File: src/rtl/instruction_decode.sv
// ID stage: decode, register file, hazard detection and early beq resolution.
// Defining REGFILE_BYPASS_EN forwards a same-cycle write-back to the register reads.
module instruction_decode (
    input  logic        clk,
    input  logic        reset_n,
    input  logic [31:0] IF_ID_pc,
    input  logic [31:0] IF_ID_inst,
    input  logic        wb_reg_write,
    input  logic [4:0]  wb_rd,
    input  logic [31:0] wb_data,
    input  logic        ex_mem_reg_write,
    input  logic        ex_mem_mem_read,
    input  logic [4:0]  ex_mem_rd,
    input  logic [31:0] ex_mem_alu_result,
    output logic        pc_write,
    output logic        IF_ID_write,
    output logic        pc_src,
    output logic [31:0] pc_branch,
    output logic        IF_flush,
    output logic [31:0] ID_EX_pc,
    output logic [31:0] ID_EX_rs1_data,
    output logic [31:0] ID_EX_rs2_data,
    output logic [31:0] ID_EX_imm,
    output logic [4:0]  ID_EX_rs1,
    output logic [4:0]  ID_EX_rs2,
    output logic [4:0]  ID_EX_rd,
    output logic [3:0]  ID_EX_funct,
    output logic [6:0]  ID_EX_ctrl
);

    localparam logic [6:0] OP_R    = 7'b0110011;
    localparam logic [6:0] OP_IALU = 7'b0010011;
    localparam logic [6:0] OP_LW   = 7'b0000011;
    localparam logic [6:0] OP_SW   = 7'b0100011;
    localparam logic [6:0] OP_BEQ  = 7'b1100011;

    logic [6:0]  opcode;
    logic [4:0]  rs1;
    logic [4:0]  rs2;
    logic [4:0]  rd;
    logic [6:0]  ctrl;
    logic [31:0] imm;
    logic        use_rs1;
    logic        use_rs2;
    logic        is_beq;
    logic [31:0] regs [32];
    logic [31:0] rs1_data;
    logic [31:0] rs2_data;
    logic        load_use;
    logic        branch_hazard;
    logic        stall;
    logic [31:0] cmp1;
    logic [31:0] cmp2;
    logic        taken;

    assign opcode = IF_ID_inst[6:0];
    assign rd     = IF_ID_inst[11:7];
    assign rs1    = IF_ID_inst[19:15];
    assign rs2    = IF_ID_inst[24:20];

    // ctrl = {reg_write, mem_to_reg, mem_read, mem_write, alu_src, alu_op}
    always_comb begin
        ctrl    = '0;
        imm     = '0;
        use_rs1 = 1'b0;
        use_rs2 = 1'b0;
        is_beq  = 1'b0;
        case (opcode)
            OP_R: begin
                ctrl    = 7'b1000010;
                use_rs1 = 1'b1;
                use_rs2 = 1'b1;
            end
            OP_IALU: begin
                ctrl    = 7'b1000111;
                imm     = {{20{IF_ID_inst[31]}}, IF_ID_inst[31:20]};
                use_rs1 = 1'b1;
            end
            OP_LW: begin
                ctrl    = 7'b1110100;
                imm     = {{20{IF_ID_inst[31]}}, IF_ID_inst[31:20]};
                use_rs1 = 1'b1;
            end
            OP_SW: begin
                ctrl    = 7'b0001100;
                imm     = {{20{IF_ID_inst[31]}}, IF_ID_inst[31:25], IF_ID_inst[11:7]};
                use_rs1 = 1'b1;
                use_rs2 = 1'b1;
            end
            OP_BEQ: begin
                ctrl    = 7'b0000001;
                imm     = {{19{IF_ID_inst[31]}}, IF_ID_inst[31], IF_ID_inst[7],
                           IF_ID_inst[30:25], IF_ID_inst[11:8], 1'b0};
                use_rs1 = 1'b1;
                use_rs2 = 1'b1;
                is_beq  = 1'b1;
            end
            default: ;
        endcase
    end

    always_ff @(posedge clk or negedge reset_n) begin
        if (!reset_n) begin
            for (int i = 0; i < 32; i++) begin
                regs[i] <= '0;
            end
        end else if (wb_reg_write && wb_rd != 5'd0) begin
            regs[wb_rd] <= wb_data;
        end
    end

    always_comb begin
        rs1_data = (rs1 == 5'd0) ? 32'd0 : regs[rs1];
        rs2_data = (rs2 == 5'd0) ? 32'd0 : regs[rs2];
`ifdef REGFILE_BYPASS_EN
        if (wb_reg_write && wb_rd != 5'd0 && wb_rd == rs1) begin
            rs1_data = wb_data;
        end
        if (wb_reg_write && wb_rd != 5'd0 && wb_rd == rs2) begin
            rs2_data = wb_data;
        end
`else
`endif
    end

    always_comb begin
        load_use = ID_EX_ctrl[4] && (ID_EX_rd != 5'd0) &&
                   ((use_rs1 && rs1 == ID_EX_rd) || (use_rs2 && rs2 == ID_EX_rd));
        // beq resolves here, so it must wait for any result not yet forwardable from EX/MEM
        branch_hazard = is_beq &&
            ((ID_EX_ctrl[6] && ID_EX_rd != 5'd0 && (rs1 == ID_EX_rd || rs2 == ID_EX_rd)) ||
             (ex_mem_mem_read && ex_mem_rd != 5'd0 && (rs1 == ex_mem_rd || rs2 == ex_mem_rd)));
        stall = load_use || branch_hazard;
    end

    always_comb begin
        cmp1 = rs1_data;
        cmp2 = rs2_data;
        if (ex_mem_reg_write && !ex_mem_mem_read && ex_mem_rd != 5'd0 && ex_mem_rd == rs1) begin
            cmp1 = ex_mem_alu_result;
        end
        if (ex_mem_reg_write && !ex_mem_mem_read && ex_mem_rd != 5'd0 && ex_mem_rd == rs2) begin
            cmp2 = ex_mem_alu_result;
        end
        taken = is_beq && !stall && (cmp1 == cmp2);
    end

    assign pc_write    = !stall;
    assign IF_ID_write = !stall;
    assign pc_src      = taken;
    assign IF_flush    = taken;
    assign pc_branch   = IF_ID_pc + imm;

    // A stall inserts a fully cleared bubble rather than a ctrl-only bubble
    always_ff @(posedge clk or negedge reset_n) begin
        if (!reset_n) begin
            ID_EX_pc       <= '0;
            ID_EX_rs1_data <= '0;
            ID_EX_rs2_data <= '0;
            ID_EX_imm      <= '0;
            ID_EX_rs1      <= '0;
            ID_EX_rs2      <= '0;
            ID_EX_rd       <= '0;
            ID_EX_funct    <= '0;
            ID_EX_ctrl     <= '0;
        end else if (stall) begin
            ID_EX_pc       <= '0;
            ID_EX_rs1_data <= '0;
            ID_EX_rs2_data <= '0;
            ID_EX_imm      <= '0;
            ID_EX_rs1      <= '0;
            ID_EX_rs2      <= '0;
            ID_EX_rd       <= '0;
            ID_EX_funct    <= '0;
            ID_EX_ctrl     <= '0;
        end else begin
            ID_EX_pc       <= IF_ID_pc;
            ID_EX_rs1_data <= rs1_data;
            ID_EX_rs2_data <= rs2_data;
            ID_EX_imm      <= imm;
            ID_EX_rs1      <= rs1;
            ID_EX_rs2      <= rs2;
            ID_EX_rd       <= rd;
            ID_EX_funct    <= {IF_ID_inst[30], IF_ID_inst[14:12]};
            ID_EX_ctrl     <= ctrl;
        end
    end

endmodule

File: config.mk
export PLATFORM = sky130hd
export DESIGN_NAME = instruction_decode
export DESIGN_NICKNAME = d
export VERILOG_FILES = /design/src/rtl/instruction_decode.sv
export SDC_FILE = /design/constraint.sdc
export NUM_CORES = 2
export LEC_CHECK = 0
export CAP_MARGIN = 20
export CORE_MARGIN = 2
export CORE_UTILIZATION = 40
export DETAILED_ROUTE_END_ITERATION = 10
export SLEW_MARGIN = 20
export SYNTH_ARGS = -nofsm -noshare
export SYNTH_HDL_FRONTEND = slang
export SYNTH_SLANG_ARGS = --single-unit
File: constraint.sdc
create_clock -name clk -period 17.2 [get_ports clk]
set_clock_uncertainty 0.1 [all_clocks]
set_input_delay 4.3 -clock clk [delete_from_list [all_inputs] [get_ports clk]]
set_output_delay 4.3 -clock clk [all_outputs]
set_load 0.02 [all_outputs]
-- After elaboration in Yosys (flattened, before gate mapping)
Index checks and enable logic that the tools add are counted.
Widths: inputs -> output; s select.
- register bits: 1178
- latch bits: 0
- bits in writable memories: 0
- bits in read-only memories: 0
- input port bits: 143
- output and inout port bits: 190
- word-level logic and storage cells: 120
- memories kept: 0
- add/sub/neg operators: 1
- $mul: 0
- divide/modulo/power cells: 0
- order comparisons: 4
- equal/unequal tests: 12
- shift operators: 0
- multiplexer cells: 27
- bitwise gates (word level): 3
- reductions and logical operators: 32
- operator list (kind ; count):
    $bwmux 1024 ; 1
    $mux 32 ; 13
    $bmux 32 s5 ; 2
    $demux 32 s5 ; 1
    $pmux 32 s3 ; 1
    $pmux 7 s5 ; 1
    $add 32x32->32 ; 1
    $eq 32x32->1 ; 1
    $eq 5x5->1 ; 6
    $ge 6x6->1 const B ; 3
    $not 5->6 ; 3
    $logic_and 1x1->1 ; 17
    $mux 5 ; 3
    $reduce_bool 5->1 ; 3
    $eq 7x6->1 const B ; 2
    $logic_not 5->1 ; 2
    $eq 7x2->1 const B ; 1
    $eq 7x5->1 const B ; 1
    $eq 7x7->1 const B ; 1
    $mux 7 ; 1
    $lt 6x1->1 const B ; 1
    $logic_or 1x1->1 ; 5
    $reduce_or 5->1 ; 1
    $mux 4 ; 1
    4 further kinds ; 7

-- Depth between registers and ports, before layout
- depth after elaboration: 10
- mapped depth: 22

-- Worst setup path after synthesis
OpenSTA, ideal clock, no wires.
- path kind: input port to output port
- start point: in IF_ID_inst[20]
- end point: out pc_branch[30]
- data arrival time: 8.234 ns
- required time: 12.800 ns
- slack: 4.566 ns
- stages on the path: 22
- buffers on the path: 6
- cell sequence: buf_6 buf_12 buf_8 buf_6 buf_6 buf_6 nor2b_1 a21oi_1 nor3_1 ha_1 inv_1 fa_1 nor2b_1 o21ai_0 a21boi_0 o21ai_0 a21boi_0 o21bai_1 a31oi_1 nand3_1 o31ai_1 xor2_1
- cells in the longest elaborated chain, start to end: 2
- RTL lines (item ; RTL line ; text):
    from (decl) ; 7 ; input logic [31:0] IF_ID_inst,
    $pmux 32 s3 ; 68 ; case (opcode)
    $add 32x32->32 ; 152 ; assign pc_branch = IF_ID_pc + imm;
    to (decl) ; 18 ; output logic [31:0] pc_branch,
Every way passes these cells.

-- Final worst setup path
- start point: in IF_ID_inst[22]
- end point: out IF_flush
- cells in the longest elaborated chain, start to end: 9
- elaborated cells on any way between the ends: 25
- those cells by class: 4 x eq/ne; 5 x mux; 1 x bitwise; 15 x reduce/logical
- RTL lines (item ; RTL line ; text):
    parallel branches: the longest is 8 deep, another holds $bmux 32 s5 ; -- ;
    $logic_and 1x1->1 (*) ; 145 ; taken = is_beq && !stall && (cmp1 == cmp2);
    to (decl) ; 19 ; output logic IF_flush,
Mark *: on every way between the ends. The select of a mux whose other input is x is not followed.

==> impl_metrics.py <==
metrics = {
    "status": {
        "status": "finished, final reports clean",
    },
    "pwr": {
        "power_per_cell_area_mw_per_mm2": 116.0,
        "ir_worst_vdd_v": 0.00006550,
        "p_leak_nw": 30.18,
    },
    "yosys": {
        "synth_fa_ha_area_share_pct": 0.2736,
        "synth-edff-count": 0,
        "yosysWarnings": 0,
        "synth-seq-cells": 1158,
        "synth_top_family_by_area": "multiplexers",
        "synth_xor_area_share_pct": 1.098,
        "avgSynthCellArea_um2": 14.17,
        "synth_compound_area_share_pct": 6.175,
        "synth.area.mux_share_pct": 37.55,
        "yosysSeqAreaShare_pct": 46.59,
        "synth_area_mm2": 0.06220,
        "synthFlopType": "dfrtp_1",
        "synthSimpleGateAreaFrac_pct": 4.081,
        "async_reset_ff_share_pct": 100.0,
        "synth_nets": 4546,
        "netlist_instances": 4390,
        "synth.distinct_cells": 90,
    },
    "final_layout": {
        "n_fill_cell": 13610,
        "mostFrequentLayoutCell": "dfrtp_1",
        "area_growth_pct": 14.44,
        "layout-drive-gt1-share_pct": 41.91,
        "most-common-layout-cells": "dfrtp_1 (1,158), mux2_2 (1,014), mux4_2 (463)",
        "finalNetCount": 4655,
        "multiInputGateArea_mm2": 0.03087,
        "seqCellArea_mm2": 0.02898,
        "final_util_pct": 46.15,
    },
    "clock_network": {
        "clockRootBuffer": "clkbuf_16",
        "cts_buffer_depth": 3,
        "cts_tree": "built",
        "postCtsHoldBufs": 0,
        "clkSinkCount": 1158,
        "cts_resized": 0,
        "cts.clk_slew.worst_paths_ns": 0.06,
        "h-tree-depth": 4,
        "clk_latency_ns": 0.80,
        "cts_buffers": 130,
        "post-cts-setup-buffer-count": 0,
    },
    "die": {
        "die_y_um": 398.3,
        "ios": 333,
        "die_x_um": 398.3,
        "fp.dieArea_mm2": 0.1587,
        "initial_core_util_pct": 40.33,
        "core_mm2": 0.1542,
        "row_count": 144,
    },
    "timing": {
        "worstMarginPinSlew_ns": 1.124,
        "fin_tns_setup_ns": 0,
        "timing.hold.ws_ns": 0.2951,
        "period_minus_slack_ns": 14.37,
        "fin_ws_ns": 2.828,
        "slew_viol_final": 0,
        "final-setup-viol-count": 0,
        "rsz0062_at_grt": "no",
        "fin_crit_sh_pct": 83.56,
        "relSlewSlack_pct": 24.86,
        "fmax_ghz": 0.06958,
        "final_hold_viol_count": 0,
    },
    "setup_path": {
        "endpoint_kind": "output pin",
        "cp_max_fo": 34,
        "cp.arrival_ns": 9.97,
        "criticalPathCategory": "in2out",
        "required_ns": 12.80,
        "start_kind": "primary input",
    },
    "grt": {
        "grt-ovfl-total": 0,
        "grt_pass1_vias": 42740,
        "grt_pass1_wl_um": 320400,
        "antenna_found_initial": 18,
        "grt_use_total_pct": 28.16,
        "grt_max_degree": 163,
    },
    "routing": {
        "ant_nets": 0,
        "met3_length_um": 20330,
        "drt_pass1_iterations": 5,
        "finalWirelength_um": 224400,
        "routedWlPerCell_um": 33.72,
        "wl_met1_um": 91210,
        "wl_met2_um": 103900,
        "drc": 0,
        "top_layer": "met5",
        "initialDrtViolationCount": 4714,
        "vias_per_cell": 6.412,
        "vias": 42660,
    },
    "place": {
        "place_ws_ns": 2.891,
        "gp_congestion": 0.8934,
        "io_buffer_count": 332,
        "hpwl_um": 139700,
    },
    "run": {
        "drv_cap": 0,
    },
    "hold_path": {
        "min_path_type": "reg2reg",
    },
}
layout make-up:
type / instances / share of cell area [%]
multi-input combinational: 2737 / 43.37
sequential: 1158 / 40.71
timing repair buffer: 452 / 5.990
clock buffer: 192 / 5.537
tap: 2044 / 3.593
clock inverter: 44 / 0.6750
inverter: 20 / 0.1055
antenna: 6 / 0.02109
worst max-delay path, cell delays in order:
cell             delay, ns
buf_4                 0.37
buf_4                 0.64
xor2_1                0.15
nor3_1                0.59
nand3_2               0.82
nor2_1                0.95
buf_4                 0.32
a21oi_1               0.06
a21oi_1               0.16
o211ai_1              0.11
nor4_1                0.40
and4_1                0.38
clkdlybuf4s50_1       0.66
final timing paths:
kind,endpoint,cells past startpoint,startpoint,slack [ns]
hold reg to reg,regs[999],0,regs[999],0.30
setup / recovery,IF_flush,13,IF_ID_inst[22],2.83
max in group asynchronous,regs[344],4,reset_n,10.23
min in group asynchronous,regs[338],1,reset_n,3.49
setup reg to reg,ID_EX_ctrl[6],11,ID_EX_rd[1],13.31
hold / removal,regs[999],0,regs[999],0.30
per-layer routing:
metal	vias to the layer above	global-route usage, %
met4	14	10.75
met1	22960	38.03
met5	-	0
met3	433	6.657
li1	17040	-
met2	2213	44.13
metrics by stage:
step | std cells | power [mW] | area, µm²
after floorplan | 4390 | 4.730 | 62200
after global placement | 6407 | 5.322 | 66750
after detailed placement | 6408 | 5.376 | 66760
after CTS | 6644 | 8.271 | 71180
after global routing | 6650 | 8.559 | 71170
final | 6653 | 8.255 | 71180
synthesized netlist by cell type, drive strengths merged (46+ instances only):
master	instances	share of area, %
mux2i	122	2.0
o21ai	55	0.46
a21oi	59	0.48
mux2	1014	18
nand3	63	0.51
nor2	131	0.79
buf	213	2.5
o22ai	58	0.58
nand2	120	0.72
xor2	46	0.65
dfrtp	1158	47
clkbuf	262	1.7
a22oi	163	2.0
mux4	474	17
and2	66	0.66
report_power, final:
part | leakage [nW] | internal, mW | switching, mW | total [mW]
clock | 2.20 | 1.70 | 1.20 | 2.90
combinational | 13.2 | 0.974 | 0.825 | 1.80
sequential | 14.8 | 3.22 | 0.341 | 3.56
total | 30.2 | 5.89 | 2.36 | 8.26
cell families (layout without fill, tap and decap cells):
group                      after synthesis  count (layout)
AOI/OAI and AO/OA                      523             523
xor gates and xnor gates                78              78
adders and majority gates               13              13
buffers and inverters                  495             708
DFF                                   1158            1158
muxes                                 1610            1610
other                                    0               6
and+or+nand+nor                        513             513
flip-flops by register name, summed over array words and instances, names as in the netlist:
register and flops:
ID_EX_funct 4, regs 1024, ID_EX_rs2_data 32, ID_EX_rs1_data 32, ID_EX_rs1 5, ID_EX_ctrl 6
ID_EX_rs2 5, ID_EX_imm 13, ID_EX_rd 5, ID_EX_pc 32
Note: power is estimated with default switching activity, not from simulation.
